===== src/rtl/seq_divider_16by8.sv =====
// Iterative radix-2 restoring unsigned divider: DW-bit dividend by SW-bit divisor,
// one quotient bit per cycle, valid/ready on both the operand and result sides.
module seq_divider_16by8 #(
  parameter int unsigned DW = 16,
  parameter int unsigned SW = 8
) (
  input  logic          clk,
  input  logic          rst,
  input  logic          in_valid,
  output logic          in_ready,
  input  logic [DW-1:0] dividend,
  input  logic [SW-1:0] divisor,
  output logic          out_valid,
  input  logic          out_ready,
  output logic [DW-1:0] quotient,
  output logic [SW-1:0] remainder,
  output logic          div_by_zero
);

  localparam int unsigned CW = $clog2(DW + 1);

  typedef enum logic [1:0] {StIdle, StBusy, StDone} state_e;

  state_e        state_q, state_d;
  logic [DW-1:0] dvd_q, dvd_d;    // dividend bits shift out the top, quotient bits shift in
  logic [SW-1:0] dvs_q, dvs_d;
  logic [SW:0]   part_q, part_d;  // one extra bit so the trial subtract never overflows
  logic [CW-1:0] cnt_q, cnt_d;
  logic [DW-1:0] quo_q, quo_d;
  logic [SW-1:0] rem_q, rem_d;
  logic          dbz_q, dbz_d;

  logic [SW+1:0] shifted;
  logic [SW+1:0] trial;
  logic          q_bit;

  // Trial subtraction of the divisor from the shifted partial remainder.
  always_comb begin
    shifted = {part_q, dvd_q[DW-1]};
    trial   = shifted - {2'b00, dvs_q};
    q_bit   = ~trial[SW+1];
  end

  // Next-state and datapath control.
  always_comb begin
    state_d = state_q;
    dvd_d   = dvd_q;
    dvs_d   = dvs_q;
    part_d  = part_q;
    cnt_d   = cnt_q;
    quo_d   = quo_q;
    rem_d   = rem_q;
    dbz_d   = dbz_q;
    unique case (state_q)
      StIdle: begin
        if (in_valid) begin
          dvd_d  = dividend;
          dvs_d  = divisor;
          part_d = '0;
          cnt_d  = '0;
          if (divisor == '0) begin
            state_d = StDone;
            quo_d   = '1;
            rem_d   = dividend[SW-1:0];
            dbz_d   = 1'b1;
          end else begin
            state_d = StBusy;
          end
        end
      end
      StBusy: begin
        part_d = q_bit ? trial[SW:0] : shifted[SW:0];
        dvd_d  = {dvd_q[DW-2:0], q_bit};
        cnt_d  = cnt_q + CW'(1);
        if (cnt_q == CW'(DW - 1)) begin
          state_d = StDone;
          quo_d   = {dvd_q[DW-2:0], q_bit};
          rem_d   = part_d[SW-1:0];
          dbz_d   = 1'b0;
        end
      end
      StDone: begin
        if (out_ready) state_d = StIdle;
      end
      default: state_d = StIdle;
    endcase
  end

  // State and datapath registers.
  always_ff @(posedge clk or posedge rst) begin
    if (rst) begin
      state_q <= StIdle;
      dvd_q   <= '0;
      dvs_q   <= '0;
      part_q  <= '0;
      cnt_q   <= '0;
      quo_q   <= '0;
      rem_q   <= '0;
      dbz_q   <= 1'b0;
    end else begin
      state_q <= state_d;
      dvd_q   <= dvd_d;
      dvs_q   <= dvs_d;
      part_q  <= part_d;
      cnt_q   <= cnt_d;
      quo_q   <= quo_d;
      rem_q   <= rem_d;
      dbz_q   <= dbz_d;
    end
  end

  // Handshake flags decode straight from the state; results come from registers.
  always_comb begin
    in_ready    = (state_q == StIdle);
    out_valid   = (state_q == StDone);
    quotient    = quo_q;
    remainder   = rem_q;
    div_by_zero = dbz_q;
  end

endmodule


===== config.mk =====
export PLATFORM = sky130hd
export DESIGN_NAME = seq_divider_16by8
export DESIGN_NICKNAME = d
export VERILOG_FILES = /design/src/rtl/seq_divider_16by8.sv
export SDC_FILE = /design/constraint.sdc
export NUM_CORES = 1
export LEC_CHECK = 0
export CAP_MARGIN = 0
export CORE_UTILIZATION = 53
export DETAILED_ROUTE_END_ITERATION = 8
export PLACE_DENSITY_LB_ADDON = 0.3
export SKIP_LAST_GASP = 1
export SLEW_MARGIN = 30
export SYNTH_ARGS = -nofsm -noshare
export SYNTH_HDL_FRONTEND = slang
export SYNTH_SLANG_ARGS = --single-unit

===== constraint.sdc =====
create_clock -name clk -period 3.04 [get_ports clk]
set_input_delay 0.456 -clock clk [delete_from_list [all_inputs] [get_ports clk]]
set_output_delay 0.456 -clock clk [all_outputs]
set_load 0.005 [all_outputs]

* Word level (Yosys, flattened, before mapping)
Index checks and enable logic that the tools add are counted.
Word-level totals: flip-flop bits (word level) 65, output and inout port bits 27, logic and storage cells 49
Cells by class: $add $sub $neg 2, equal/unequal tests 7, multiplexer cells 24, bitwise operators 1, reduce and logical (&&, ||, !) cells 7
Operators by type and width (number):
- 16-bit 2-to-1 mux | 4
- 16-bit case mux with 2 select lines | 2
- 8-bit 2-to-1 mux | 3
- 9-bit 2-to-1 mux | 2
- 9-bit case mux with 2 select lines | 1
- 8-bit case mux with 2 select lines | 1
- 5-bit case mux with 2 select lines | 1
- 10-bit by 8-bit subtractor with 10-bit output | 1
- 8-bit zero test | 1
- 2-bit 2-to-1 mux | 4
- 2-bit case mux with 3 select lines | 1
- 5-bit by 1-bit adder with 5-bit output, second input constant | 1
- 5-bit by 4-bit equality test with 1-bit output, second input constant | 1
- 5-bit 2-to-1 mux | 1
- 2-bit by 1-bit != test with 1-bit output, second input constant | 2
- 2-bit != test, second input constant | 2
- 2-bit AND reduction | 2
- 4-bit AND reduction | 1
- 1-bit 2-to-1 mux | 3
- 3-bit AND reduction | 1
- 2-bit by 1-bit equality test with 1-bit output, second input constant | 1
- 2-bit equality test, second input constant | 1
- 2-bit zero test | 1
- 1-bit case mux with 2 select lines | 1
- other kinds (2) | 2

* Longest topological paths before layout
word-level depth 4, gate-level depth with buffers 10, gate-level depth less buffers 10

* Least setup slack after synthesis
OpenSTA, ideal clock, no wires.
path type register to register, start register dvd_q[15], end register part_q[8], library setup time 0.132 ns, arrival time 2.048 ns, data required time 2.908 ns, slack 0.860 ns, stages on the path, launching flop included 11, cells stage by stage dfrtp_1 > inv_1 > ha_1 > inv_1 > fa_1 > a211oi_1 > o21bai_1 > or3_1 > a21oi_1 > a2bb2oi_1 > o211ai_1
On the way: word-level cells in the longest chain between the ends 3
RTL lines:
- start, declared | line 25 | logic [DW-1:0] dvd_q, dvd_d;
- start signal, assigned | line 102 | dvd_q <= dvd_d;
- 10-bit by 8-bit subtractor with 10-bit output | line 40 | trial = shifted - {2'b00, dvs_q};
- 9-bit 2-to-1 mux | line 72 | part_d = q_bit ? trial[SW:0] : shifted[SW:0];
- 9-bit case mux with 2 select lines | line 54 | unique case (state_q)
- end signal, assigned | line 104 | part_q <= part_d;
- end, declared | line 27 | logic [SW:0] part_q, part_d;
No other way between the ends. A chain may end at the register's enable or synchronous reset.

* Final worst setup path
Same ends and word-level chain as after synthesis.

==> results.json <==
{
  "die_y_um": 79.3,
  "synth_cell_types": 39,
  "tritoncts": "built",
  "cts_resized": 0,
  "synthCells": 356,
  "final_antenna_net_count": 0,
  "clk_latency_ns": 0.33,
  "avgSynthCellArea_sq_um": 8.91,
  "die_w_um": 79.3,
  "end_kind": "flip-flop",
  "layout-drive-gt1-share": 0.0743,
  "syn2layout_area_growth_pct": 25.3,
  "ys.flop_type": "dfrtp_1",
  "setup_viol": 0,
  "power_mw": 4.60,
  "wirelength_um": 7200,
  "required_ns": 3.26,
  "synth-seq-area-share": 0.513,
  "fin_crit_ns": 2.48,
  "synth_fp_nets": 395,
  "hold_depth": 2,
  "num_vias": 2699,
  "powerDensity_nw_per_um2": 1160,
  "rsz0062_at_grt": "no",
  "worstSetupStartpointType": "flip-flop",
  "grt_antenna_before_repair": 0,
  "synth-seq-cells": 65,
  "layout_commonest_cell": "nand2_1",
  "htree_levels": 3,
  "slew_headroom": 0.551,
  "drc_errors": 0,
  "via_per_inst": 5.52,
  "grt_pass1_vias": 2657,
  "vdd_ir_drop_max_uv": 677,
  "routedWlPerCell_um": 14.7,
  "cts_made_buffers": 9,
  "worstHoldPathType": "flip-flop to flip-flop",
  "slew_violations": 0,
  "synth_top_cell_by_area": "dfrtp_1",
  "cts_root_buf": "clkbuf_8",
  "yosysTopAreaCellShare": 0.513,
  "skew_ns": 0.00771,
  "cts.sinks": 65,
  "grt_pass1_wl_um": 12400,
  "dp_hpwl_um": 5290,
  "path_class": "flip-flop to flip-flop",
  "cp.arrival_ns": 2.69,
  "n_antenna_cell": 0,
  "first_iter_violations": 235,
  "ioPinCount": 55,
  "drtPass1Iterations": 4,
  "p_leak_nw": 1.79,
  "finalHoldViolCount": 0,
  "finalWeightedCongestion": 0.839,
  "yosys-top-cells-area": "dfrtp_1 (51%), nand2_1 (9.1%), nor2_1 (4.4%)",
  "fillers": 438,
  "final.setup.tns_ns": 0,
  "synth_edf_count": 0,
  "ctsLongestPathBuffers": 2,
  "cts_setup_buffers": 0,
  "finalCritPeriodShare": 0.815,
  "r2r_cells": 10,
  "num_rows": 27,
  "utilization": 0.704,
  "layout_common_cells": "nand2_1 (77), dfrtp_1 (65), clkdlybuf4s50_1 (54), nor2_1 (37)",
  "coreArea_sq_um": 5640,
  "cap_violations": 0,
  "post_synth_instance_area_sq_um": 3170,
  "ys_warn_count": 0,
  "final_nets": 451,
  "worst_pin_slew_ns": 0.672,
  "portBuffers": 54,
  "start_util": 0.562,
  "fmax_mhz": 403,
  "grt.total_usage": 0.261,
  "die-area_sq_um": 6300,
  "grt_start_max_net_pins": 37,
  "async_reset_ff_frac": 1.00,
  "path_clk_slew_ns": 0.07,
  "status": "completed",
  "globalRouteOverflowTotal": 0,
  "holdBufCountCts": 0,
  "path_max_fanout": 3
}
[kinds of logic after synthesis]
group | count (synthesis) | synth area share
simple gates | 144 | 0.191
compound gates | 94 | 0.172
flops | 65 | 0.513
buf+inv | 30 | 0.0426
fa+ha+maj | 11 | 0.0458
xor+xnor | 7 | 0.0193
mux | 5 | 0.0158
[report_power, final]
part	switching, mW	leakage [nW]	internal [mW]	total (mW)
clock	0.329	0.0911	0.336	0.664
combinational	1.28	0.963	1.11	2.39
sequential	0.258	0.733	1.28	1.54
[per-layer routing]
| layer | part of all wire | vias up | wire length (um) | global-route usage |
|---|---|---|---|---|
| li1 | - | 1337 | - | - |
| met1 | 0.45 | 1282 | 3210 | 0.341 |
| met2 | 0.48 | 69 | 3480 | 0.434 |
| met3 | 0.052 | 11 | 374 | 0.0414 |
| met4 | 0.018 | 0 | 133 | 0.104 |
| met5 | 0 | - | 0 | 0 |
[worst paths after layout]
check                      slack [ns]                       to                    start
max in group asynchronous        1.88  div_by_zero$_DFFE_PP0P_                      rst
min in group asynchronous        0.54  quotient[3]$_DFFE_PP0P_                      rst
max                              0.56    part_q[8]$_DFFE_PP0P_    dvd_q[15]$_DFFE_PP0P_
min reg2reg                      0.49  quotient[9]$_DFFE_PP0P_  quotient[9]$_DFFE_PP0P_
min                              0.49  quotient[9]$_DFFE_PP0P_  quotient[9]$_DFFE_PP0P_
max reg2reg                      0.56    part_q[8]$_DFFE_PP0P_    dvd_q[15]$_DFFE_PP0P_
[worst max-delay path, cell delays in order, from the launching register on]
cell	delay, ns
dfrtp_1	0.39
inv_1	0.11
ha_1	0.18
inv_1	0.05
fa_1	0.42
a211oi_1	0.24
o21bai_1	0.13
or3_1	0.33
a21oi_1	0.21
a2bb2oi_1	0.20
o211ai_1	0.10
[final cells by class]
type / count / area, sq um / area share
inverter: 12 / 45.0 / 0.0113
clock buffer: 11 / 151 / 0.0381
tap: 72 / 90.1 / 0.0227
sequential: 65 / 1630 / 0.409
timing repair buffer: 63 / 621 / 0.156
clock inverter: 5 / 30.0 / 0.00756
multi-input combinational: 261 / 1410 / 0.355
[registers in the layout, summed over array words and instances (netlist names)]
signal	cells
state_q	2
dvd_q	16
part_q	9
cnt_q	5
remainder	8
dvs_q	8
div_by_zero	1
quotient	16
[stage by stage]
stage / cell area (sq um) / hold slack, ns / instances / setup WS [ns]
3_3_place_gp: 3790 / 0.466 / 473 / 0.459
6_report: 3970 / 0.489 / 489 / 0.562
4_1_cts: 3970 / 0.491 / 489 / 0.569
2_1_floorplan: 3170 / 0.450 / 356 / 0.860
5_1_grt: 3970 / 0.518 / 489 / 0.450
3_5_place_dp: 3790 / 0.476 / 473 / 0.370
[synth_stat cells (all sizes together), types with 2 or more instances]
cell type / instances
o211ai: 3
a31oi: 22
ha: 10
nand2: 77
xnor2: 4
nand2b: 4
nor4: 2
nor2b: 3
buf: 10
clkbuf: 8
dfrtp: 65
mux2i: 5
and3: 4
nand3: 8
nor2: 37
inv: 12
a21o: 3
or3: 4
xor2: 3
o21ai: 42
nor3: 3
a21oi: 17
Power figures use the tool's default switching activity.
